==> src/rtl/rs232_tx.sv <==
// Buffered 8N1 serial transmitter: a byte FIFO feeding a start/data/stop
// serialiser, LSB first, at a fixed number of clocks per bit.
module rs232_tx #(
  parameter int unsigned BAUD_DIV  = 434,
  parameter int unsigned FIFO_LOG2 = 4
) (
  input  logic                 clock,
  input  logic                 reset,
  input  logic                 writeTX,
  input  logic [7:0]           TXchar,
  output logic                 TXempty,
  output logic                 TXidle,
  output logic [FIFO_LOG2:0]   level,
  output logic                 overflow,
  output logic                 TxD
);

  localparam int unsigned DEPTH = 1 << FIFO_LOG2;
  localparam int unsigned PTR_W = FIFO_LOG2;
  localparam int unsigned LVL_W = FIFO_LOG2 + 1;
  localparam int unsigned CNT_W = 16;
  localparam logic [CNT_W-1:0] CNT_LOAD   = CNT_W'(BAUD_DIV - 1);
  localparam logic [LVL_W-1:0] LEVEL_FULL = LVL_W'(DEPTH);

  typedef enum logic [1:0] {IDLE, START, DATA, STOP} state_t;

  state_t           state, state_n;
  logic [CNT_W-1:0] cnt, cnt_n;
  logic [2:0]       bit_idx, bit_idx_n;
  logic [7:0]       shift, shift_n;
  logic             tx_n;

  logic [7:0]       mem [DEPTH];
  logic [PTR_W-1:0] wptr, rptr;
  logic             push, pop, fifo_nonempty, baud_tick;

  // Room is judged on the pre-edge count, so a full FIFO refuses even when a pop coincides.
  assign TXempty       = (level != LEVEL_FULL);
  assign fifo_nonempty = (level != '0);
  assign push          = writeTX & TXempty;
  assign TXidle        = ~fifo_nonempty & (state == IDLE);
  assign baud_tick     = (cnt == '0);

  // FIFO pointers, occupancy and sticky overflow.
  always_ff @(posedge clock or posedge reset) begin
    if (reset) begin
      wptr     <= '0;
      rptr     <= '0;
      level    <= '0;
      overflow <= 1'b0;
    end else begin
      if (push) wptr <= wptr + PTR_W'(1);
      if (pop)  rptr <= rptr + PTR_W'(1);
      case ({push, pop})
        2'b10:   level <= level + LVL_W'(1);
        2'b01:   level <= level - LVL_W'(1);
        default: level <= level;
      endcase
      overflow <= overflow | (writeTX & ~TXempty);
    end
  end

  // Storage needs no reset; the pointers define what is valid.
  always_ff @(posedge clock) begin
    if (push) mem[wptr] <= TXchar;
  end

  // Serialiser state register; TxD is registered from the next-state values.
  always_ff @(posedge clock or posedge reset) begin
    if (reset) begin
      state   <= IDLE;
      cnt     <= '0;
      bit_idx <= '0;
      shift   <= '0;
      TxD     <= 1'b1;
    end else begin
      state   <= state_n;
      cnt     <= cnt_n;
      bit_idx <= bit_idx_n;
      shift   <= shift_n;
      TxD     <= tx_n;
    end
  end

  // Next-state, baud counting and FIFO pop (the load event).
  always_comb begin
    state_n   = state;
    cnt_n     = cnt;
    bit_idx_n = bit_idx;
    shift_n   = shift;
    pop       = 1'b0;
    tx_n      = 1'b1;

    if (state != IDLE) cnt_n = baud_tick ? CNT_LOAD : cnt - CNT_W'(1);

    case (state)
      IDLE: begin
        if (fifo_nonempty) begin
          pop     = 1'b1;
          shift_n = mem[rptr];
          state_n = START;
          cnt_n   = CNT_LOAD;
        end
      end
      START: begin
        if (baud_tick) begin
          state_n   = DATA;
          bit_idx_n = '0;
        end
      end
      DATA: begin
        if (baud_tick) begin
          shift_n = {1'b0, shift[7:1]};
          if (bit_idx == 3'd7) state_n = STOP;
          else                 bit_idx_n = bit_idx + 3'd1;
        end
      end
      STOP: begin
        // Chain straight into the next start bit when a byte is waiting.
        if (baud_tick) begin
          if (fifo_nonempty) begin
            pop     = 1'b1;
            shift_n = mem[rptr];
            state_n = START;
          end else begin
            state_n = IDLE;
          end
        end
      end
      default: state_n = IDLE;
    endcase

    case (state_n)
      START:   tx_n = 1'b0;
      DATA:    tx_n = shift_n[0];
      default: tx_n = 1'b1;
    endcase
  end

endmodule

==> config.mk <==
export PLATFORM = sky130hd
export DESIGN_NAME = rs232_tx
export DESIGN_NICKNAME = d
export VERILOG_FILES = /design/src/rtl/rs232_tx.sv
export SDC_FILE = /design/constraint.sdc
export NUM_CORES = 1
export LEC_CHECK = 0
export ABC_AREA = 1
export CORE_MARGIN = 4
export CORE_UTILIZATION = 39
export DETAILED_ROUTE_END_ITERATION = 10
export GPL_ROUTABILITY_DRIVEN = 0
export PLACE_DENSITY = 0.63
export SYNTH_ARGS = -nofsm -noshare
export SYNTH_HDL_FRONTEND = slang
export SYNTH_SLANG_ARGS = --single-unit
==> constraint.sdc <==
create_clock -name clock -period 2.5 [get_ports clock]
set_input_delay 0.5 -clock clock [delete_from_list [all_inputs] [get_ports clock]]
set_output_delay 0.5 -clock clock [all_outputs]
set_load 0.01 [all_outputs]
==> results.toml <==
[status]
status = "finished clean"

[detailed_routing]
first_pass_iters = 5
first_iter_violations = 387
totalWireLength_mm = 17.3
drc_errors = 0
viasPerCell = 4.94
detail_route.wl_per_cell_um = 15.9
ant_nets = 0
vias = 5386

[global_routing]
antenna_found_initial = 0
grt_use_met3_pct = 2.94
grt_pass1_wl_mm = 28.2
grt_usage_pct = 16.4
use_met2_pct = 27.0
busiest_layer = "met2"
overflow = 0
grt_pass1_vias = 5298
met1_usage_pct = 22.2
grt_max_degree = 68

[timing]
slew_viol_final = 0
period_share_pct = 99.9
layout_min_cycle_time_ns = 2.50
finalSetupViolCount = 0
rsz0062_at_grt = "true"
slew_headroom_pct = 55.2
setup_slack_ns = 0.00165
tightest_slew_ns = 0.669
skew_ns = 0.0146
hold_viol_final = 0
timing.fmax_mhz = 400

[yosys]
synth-seq-cells = 172
synth_seq_area_share_pct = 63.1
synth-edff-count = 128
ys_async_sr_fraction_pct = 25.6
synth_ff_type = "edfxtp_1"
postSynthCellCount = 743
synth_area_um2 = 7840
syn_nets = 771
ys_types = 40
avgSynthCellArea_um2 = 10.6
ys_warn_count = 0

[finish]
n_fill_cell = 1751
nets = 840
layout-drive-gt1-share_pct = 15.8
postLayoutCellArea_um2 = 9330
areaGrowthSynthToFinish_pct = 19.0
final_cells = 1090
final_util_pct = 47.6
mostFrequentLayoutCells = "129 x nor2_1, 128 x edfxtp_1, 120 x nand2_1, 69 x o21ai_0, 57 x buf_4"
layout_commonest_cell = "nor2_1"
antenna_cells = 0

[clocking]
insertion_delay_ns = 0.43
cts_buffers = 17
root_buffer = "clkbuf_16"
cts_sinks = 172
ctsHoldBuffers = 0
htree_levels = 4
cts_tree = "yes"
path_clk_slew_ns = 0.07
clock_path_buffers = 2

[setup_path]
startpoint_type = "flip-flop"
path_max_fanout = 2
cp.required_ns = 2.85
crit_top_cell = "nand2_1"
cp-end-kind = "flip-flop"
cp_cell_sequence = "nor2_2, nand3_1, nor2_2, nand4_1, a21oi_4, ha_4, xor2_2, ha_2, or2_4, nand2_1, nand2_1, a21oi_2, xor2_1, nand2_1, o21ai_1"
r2r_slack_ns = 0.002
slowest_delay_ns = 0.39
slowest_stage = "dfrtp_1"
r2r-end = "level[4]$_DFFE_PP0P_"
critPathArrivalTime_ns = 2.84
path_class = "reg2reg"
reg2reg_from = "cnt[13]$_DFF_PP0_"
reg2reg_depth = 15

[min_path]
hold_class = "in2async"

[pwr]
p_per_area_nw_per_um2 = 751
sequentialPowerShare_pct = 49.2
power.internal_uw = 5160
swShare_pct = 26.4
total_power_uw = 7010
clkPwrFrac_pct = 36.9
p_comb_share_pct = 13.9
leakage_uw = 0.00366
p_sw_uw = 1850
peakVddDrop_mv = 0.549

[die]
start_util_pct = 40.0
core_region_area_um2 = 19600
die_w_um = 150
rows = 51
top_level_ports = 20
dieArea_um2 = 22400
die_h_um = 150

[place]
numPortBuffers = 19
placed_cell_area_um2 = 8670
place_inst = 1051
pre_cts_ws_ns = -0.0533
dp_hpwl_mm = 11.1

[flow_run]
cap_violations = 0
-- how the worst max path moves through the flow --
| stage | startpoint | end | slack, ns | depth (start not counted) |
|---|---|---|---|---|
| floorplan | cnt[0]$_DFF_PP0_ | level[4]$_DFFE_PP0P_ | 0.006 | 16 |
| finish | cnt[13]$_DFF_PP0_ | level[4]$_DFFE_PP0P_ | 0.002 | 15 |
| global route | level[3]$_DFFE_PP0P_ | level[4]$_DFFE_PP0P_ | -0.17 | 16 |
| global placement | cnt[13]$_DFF_PP0_ | level[4]$_DFFE_PP0P_ | 0.002 | 15 |
| detailed placement | cnt[14]$_DFF_PP0_ | level[4]$_DFFE_PP0P_ | -0.05 | 15 |
| CTS | cnt[0]$_DFF_PP0_ | level[4]$_DFFE_PP0P_ | 0.01 | 16 |
-- power groups by stage --
stage / clock (uW) / combinational [uW] / sequential, uW
3_5_place_dp: 0 / 965 / 3510
5_1_grt: 2750 / 1080 / 3470
3_3_place_gp: 0 / 942 / 3500
2_1_floorplan: 0 / 451 / 3540
6_report: 2590 / 973 / 3450
4_1_cts: 2640 / 976 / 3450
-- timing repair --
action,CTS,global route
pin swaps,7,1
gates cloned,0,0
buffers inserted,5,2
endpoints found under the setup margin,2,3
gates resized for setup,6,1
-- registers in the layout (all words and copies together) (netlist names) --
register and cells:
rptr 4, overflow 1, cnt 16, wptr 4, bit_idx 3, shift 8, mem 128, level 5
TxD 1, state 2
-- critical path, delay by kind of cell, from the launching register on --
family / cells / cell delay, ns
AND/OR/NAND/NOR: 8 / 1.02
adder cells (fa/ha/maj): 2 / 0.33
AO/OA/AOI/OAI: 3 / 0.45
XOR/XNOR: 2 / 0.24
flip-flops: 1 / 0.39
-- cell usage after synthesis, types with 8 or more instances --
master | number | area [um2]
nand4_1 | 8 | 50.1
edfxtp_1 | 128 | 3840
nand2_1 | 120 | 450
nand3_1 | 51 | 255
o211ai_1 | 19 | 143
ha_1 | 17 | 213
clkbuf_1 | 15 | 56.3
inv_1 | 48 | 180
nor2_1 | 132 | 495
xor2_1 | 17 | 149
dfrtp_1 | 43 | 1080
o21ai_0 | 70 | 350
-- logic make-up (layout without fill, tap and decap cells) --
| family | count (synthesis) | in the layout | synth area share (%) |
|---|---|---|---|
| and+or+nand+nor | 336 | 336 | 18.7 |
| DFF | 172 | 172 | 63.1 |
| AOI/OAI and AO/OA | 111 | 111 | 8.43 |
| buffers and inverters | 83 | 165 | 4.37 |
| xor gates and xnor gates | 24 | 24 | 2.68 |
| adders and majority gates | 17 | 17 | 2.71 |
-- per-layer routing --
| layer | share of wire, % | up-vias |
|---|---|---|
| met2 | 50 | 119 |
| met5 | 0 | - |
| met4 | 1.9 | 0 |
| met3 | 4.0 | 25 |
| li1 | - | 2682 |
| met1 | 44 | 2560 |
-- layout make-up --
cell class                      count  area, um2  area share, %
Sequential cell                   172       4950           53.0
Multi-Input combinational cell    488       2620           28.1
Timing Repair Buffer               77        637           6.83
Clock buffer                       17        425           4.56
Tap cell                          265        332           3.55
Inverter                           56        211           2.27
Clock inverter                     15        154           1.65
-- per-stage QoR --
step	TNS, ns	hold slack, ns
final	0	0.465
after CTS	0	0.473
after floorplan	0	0.449
after global placement	0	0.464
after global routing	-0.205	0.504
after detailed placement	-0.0533	0.467
Power figures use the tool's default switching activity.
